<file path="src/rtl/record_queue.sv">
// Record FIFO of {kind, data, seq} with first-word fall-through and a sticky HALT on an illegal kind.
// Define RECORD_QUEUE_SEQ_EN to keep per-record sequence numbers; otherwise o_seq is tied to 0.
module record_queue #(
    parameter int WIDTH = 10,
    parameter int DEPTH = 4,
    parameter int CW    = $clog2(DEPTH + 1)
) (
    input  logic             i_clk,
    input  logic             i_rst_n,
    input  logic             i_flush,
    input  logic             i_valid,
    output logic             o_ready,
    input  logic [1:0]       i_kind,
    input  logic [WIDTH-1:0] i_data,
    output logic             o_valid,
    input  logic             i_ready,
    output logic [1:0]       o_kind,
    output logic [WIDTH-1:0] o_data,
    output logic [31:0]      o_seq,
    output logic [CW-1:0]    o_count,
    output logic [1:0]       o_state
);
    localparam int            PW      = $clog2(DEPTH);
    localparam logic [CW-1:0] DEPTH_C = CW'(DEPTH);

    typedef enum logic [1:0] {
        EMPTY   = 2'd0,
        PARTIAL = 2'd1,
        FULL    = 2'd2,
        HALT    = 2'd3
    } state_t;

`ifdef RECORD_QUEUE_SEQ_EN
    typedef struct packed {
        logic [1:0]       kind;
        logic [WIDTH-1:0] data;
        logic [31:0]      seq;
    } rec_t;
`else
    typedef struct packed {
        logic [1:0]       kind;
        logic [WIDTH-1:0] data;
    } rec_t;
`endif

    rec_t          mem_q [DEPTH];
    rec_t          wr_rec;
    rec_t          head;
    logic [PW-1:0] wr_ptr_q, wr_ptr_d;
    logic [PW-1:0] rd_ptr_q, rd_ptr_d;
    logic [CW-1:0] count_q, count_d;
    state_t        state_q, state_d;
    logic          live_q;
    logic          push, pop, illegal;
`ifdef RECORD_QUEUE_SEQ_EN
    logic [31:0]   seq_q, seq_d;
`endif

    // live_q keeps o_ready low through reset and the first edge after release
    assign o_ready = live_q && (count_q < DEPTH_C) && (state_q != HALT);
    assign o_valid = (count_q != '0);
    assign push    = i_valid && o_ready && (i_kind != 2'd0);
    assign illegal = i_valid && o_ready && (i_kind == 2'd0);
    assign pop     = o_valid && i_ready;

    always_comb begin
        wr_rec      = '0;
        wr_rec.kind = i_kind;
        wr_rec.data = i_data;
`ifdef RECORD_QUEUE_SEQ_EN
        wr_rec.seq  = seq_q;
`endif
    end

    assign head    = mem_q[rd_ptr_q];
    assign o_kind  = head.kind;
    assign o_data  = head.data;
`ifdef RECORD_QUEUE_SEQ_EN
    assign o_seq   = head.seq;
`else
    assign o_seq   = 32'd0;
`endif
    assign o_count = count_q;
    assign o_state = state_q;

    always_comb begin
        wr_ptr_d = wr_ptr_q;
        rd_ptr_d = rd_ptr_q;
        count_d  = count_q;
        state_d  = state_q;
`ifdef RECORD_QUEUE_SEQ_EN
        seq_d    = seq_q;
`endif
        if (i_flush) begin
            wr_ptr_d = '0;
            rd_ptr_d = '0;
            count_d  = '0;
            state_d  = EMPTY;
        end else begin
            if (push) wr_ptr_d = wr_ptr_q + PW'(1);
            if (pop)  rd_ptr_d = rd_ptr_q + PW'(1);
            if (push && !pop)      count_d = count_q + CW'(1);
            else if (!push && pop) count_d = count_q - CW'(1);
`ifdef RECORD_QUEUE_SEQ_EN
            if (push) seq_d = seq_q + 32'd1;
`endif
            // HALT is sticky; otherwise the state follows the post-update occupancy
            if (state_q == HALT || illegal) state_d = HALT;
            else if (count_d == '0)         state_d = EMPTY;
            else if (count_d == DEPTH_C)    state_d = FULL;
            else                            state_d = PARTIAL;
        end
    end

    always_ff @(posedge i_clk or negedge i_rst_n) begin
        if (!i_rst_n) begin
            wr_ptr_q <= '0;
            rd_ptr_q <= '0;
            count_q  <= '0;
            state_q  <= EMPTY;
            live_q   <= 1'b0;
`ifdef RECORD_QUEUE_SEQ_EN
            seq_q    <= 32'd0;
`endif
        end else begin
            wr_ptr_q <= wr_ptr_d;
            rd_ptr_q <= rd_ptr_d;
            count_q  <= count_d;
            state_q  <= state_d;
            live_q   <= 1'b1;
`ifdef RECORD_QUEUE_SEQ_EN
            seq_q    <= seq_d;
`endif
        end
    end

    // Storage is deliberately not reset
    always_ff @(posedge i_clk) begin
        if (push && !i_flush) mem_q[wr_ptr_q] <= wr_rec;
    end
endmodule

</file>
<file path="config.mk">
export PLATFORM = sky130hd
export DESIGN_NAME = record_queue
export DESIGN_NICKNAME = d
export VERILOG_FILES = /design/src/rtl/record_queue.sv
export SDC_FILE = /design/constraint.sdc
export NUM_CORES = 1
export LEC_CHECK = 0
export ABC_AREA = 1
export CAP_MARGIN = 20
export CORE_MARGIN = 4
export CORE_UTILIZATION = 49
export DETAILED_ROUTE_END_ITERATION = 10
export GPL_TIMING_DRIVEN = 0
export PLACE_DENSITY = 0.8
export SLEW_MARGIN = 5
export SYNTH_ARGS = -nofsm -noshare
export SYNTH_HDL_FRONTEND = slang
export SYNTH_SLANG_ARGS = --single-unit
</file>
<file path="constraint.sdc">
create_clock -name i_clk -period 2.35 [get_ports i_clk]
set_input_delay 0.3525 -clock i_clk [delete_from_list [all_inputs] [get_ports i_clk]]
set_output_delay 0.3525 -clock i_clk [all_outputs]
set_load 0.005 [all_outputs]
</file>
==> summary.txt <==
Status = complete, no violations
Clock-pin slew on the worst setup and hold paths = 60 ps
First-pass GRT wire length = 7730 um
CP Buf/Inv Count = 3
Port Buffers = 35
Delay-heaviest family, CP = buffers and inverters
Period minus WS final = 2280 ps
Starting Density = 0.518
Most used DFF post-synth = edfxtp_1
Commonest cells in the netlist = 48 x edfxtp_1, 32 x buf_4, 32 x nor2_1
Slowest-stage cell, CP = clkdlybuf4s50_1
Count of cell types in the netlist = 22
Nets = 347
Worst hold path class = input pin to async pin
Top cell type's share of synthesized area = 0.531
CTS tree = yes
Routed Antenna Nets = 0
Row count = 26
Final number of setup-violating endpoints = 0
Clock Latency Late Sink = 330 ps
Drt first pass iters = 4
Vias = 1,829
Overall Power = 3.10 mW
Gpl congestion = 0.757
Gr usage total = 0.161
Slew Viols, Final = 0
Vias in the first global route = 1,668
VDD IR max = 0.000694 V
Slew HR = 0.651
Initial antenna violation count = 0
Die Span Y = 82.4 um
Vias per Instance = 4.60
Die footprint = 6790 sq um
H-tree levels = 3
Placed Area = 3280 sq um
Max Freq = 0.440 GHz
Core footprint = 5240 sq um
Sink Count = 58
Top post-synthesis cells by area = edfxtp_1 53%, dfrtp_1 9.2%, buf_4 8.9%
RSZ-0062 raised after global routing = true
Syn Area/Cell = 11.2 sq um
Final core utilization = 0.675
R2R Setup Slk = 460 ps
Reg-to-Reg Start = o_count[2]$_DFF_PN0_
N_diodes = 0
Worst path max stage delay = 550 ps
Total Wirelength = 5060 um
Power per Cell Area = 878 nW/um^2
Setup ws final = 74.8 ps
Post-synth EDFFs = 48
Worst path required time = 2000 ps
Mapped Cells = 243
Largest area contributor in the netlist = edfxtp_1
Post-CTS Repair Setup Buffers = 0
Detail Placement HPWL = 3460 um
Crit share post-route = 0.968
Syn Std Cell Area = 2710 sq um
Pleak = 1.51 nW
Final Hold Slack = 343 ps
Layout area overhead = 30.3%
Maximum number of pins on one net before global-route repair = 13
Critical R2R Capture = mem_q[2][9]$_DFFE_PP_
Layout cells sized above 1 = 0.223
Register area share after synthesis = 0.623
Clock tree buffer depth = 2
Critical path class = flip-flop to output port
Final Instance Area = 3540 sq um
Arr. time, crit path = 1920 ps
DRC viols = 0
Routed WL per cell = 12.7 um
Die Span X = 82.4 um
CP endpoint kind = output port
Clk_skew = 3.36 ps
Yosys warns = 0
Gr ovfl total = 0
Worst Reg-to-Reg Cells = 6
CTS root buf = clkbuf_8
Synthesized flop and latch total = 58
Cts bufs inserted = 9
Startpoint types = flip-flop
Worst slew pin tran = 522 ps
Max-cap violation count = 0
Critical path peak fanout = 10
1st-iter DRT viols = 94
FILL cells = 424
Setup WS pre-CTS = -423 ps
# IOs = 68
Cell with the most instances after synthesis = edfxtp_1
Final Hold Viols = 0
Crit-path cells = inv_2 > buf_4 > nor2_1 > o22ai_1 > clkdlybuf4s50_1
Async set or reset register ratio after synthesis = 0.172
-- sequential cells by signal, indices dropped and copies added, names as in the netlist --
name and flops:
o_count 3, wr_ptr_q 2, rd_ptr_q 2, o_state 2
live_q 1, mem_q 48
-- placed cells by master (no fill, tap or decap), types with 2 or more instances in the layout --
master / n
inv_2: 3
edfxtp_1: 48
bufinv_16: 2
a21oi_1: 3
nand2_2: 3
nand2_1: 22
clkinvlp_4: 2
clkdlybuf4s50_1: 34
inv_1: 19
nand3_2: 2
nor2_4: 2
clkbuf_2: 2
dfrtp_1: 9
clkbuf_8: 9
nor2_1: 32
clkinv_2: 2
buf_6: 2
o21ai_0: 27
nand3_1: 7
ha_1: 7
buf_4: 37
nor2_2: 2
conb_1: 33
o22ai_1: 12
-- routing by layer --
| metal | share of wire | vias up | global-route usage |
|---|---|---|---|
| li1 | - | 920 | - |
| met3 | 0.098 | 4 | 0.0477 |
| met5 | 0 | - | 0 |
| met1 | 0.40 | 833 | 0.197 |
| met4 | 0.011 | 0 | 0.0831 |
| met2 | 0.49 | 72 | 0.256 |
-- stage by stage --
| step | setup TNS (ps) | instances |
|---|---|---|
| after detailed placement | -15100 | 380 |
| after global placement | -18770 | 379 |
| final | 0 | 398 |
| after CTS | -2430 | 395 |
| after global routing | -1.77 | 398 |
| after floorplan | 0 | 274 |
-- repair_timing --
item	4_1_cts	5_1_grt
pin swaps	0	0
setup endpoints to repair	48	12
resized for setup	7	6
hold buffers	0	0
-- how the worst max path moves through the flow --
stage	startpoint	end	slack, ps	cells after the start
5_1_grt	rd_ptr_q[0]$_DFFE_PN0P_	o_data[2]	-2	5
2_1_floorplan	o_count[2]$_DFF_PN0_	mem_q[0][0]$_DFFE_PP_	560	5
3_3_place_gp	i_kind[1]	mem_q[3][5]$_DFFE_PP_	-460	7
6_report	rd_ptr_q[0]$_DFFE_PN0P_	o_data[0]	70	5
3_5_place_dp	i_kind[1]	mem_q[0][5]$_DFFE_PP_	-420	7
4_1_cts	i_kind[1]	mem_q[2][1]$_DFFE_PP_	-80	7
-- final cells by class --
cell class                      instances  area, sq um  share of cell area
Sequential cell                        58         1690               0.479
Multi-Input combinational cell        155          787               0.223
Timing Repair Buffer                   39          390               0.110
Buffer                                 38          278              0.0786
Clock buffer                            9          124              0.0350
Clock inverter                          7         93.8              0.0265
Tap cell                               70         87.6              0.0248
Inverter                               22         82.6              0.0234
-- worst register-to-register path: stages, from the launching register on --
cell     delay [ps]
dfrtp_1         410
nor2_2          140
nand3_2         100
nor2_4          150
nand2_1         140
nor2_1          440
buf_6           220
-- power breakdown --
group	internal, mW	switching, mW	total (mW)
Sequential	1.17	0.0493	1.22
Clock	0.593	0.376	0.970
Combinational	0.448	0.463	0.911
Total	2.22	0.889	3.10
-- logic make-up (layout without fill, tap and decap cells) --
group | Yosys count | in the layout | synth area share
flops | 58 | 58 | 0.623
fa+ha+maj | 7 | 7 | 0.0323
simple gates | 73 | 73 | 0.129
buf+inv | 61 | 115 | 0.130
compound gates | 42 | 42 | 0.0830
other cells | 2 | 33 | 0.00277
Note: power is estimated with default switching activity, not from simulation.
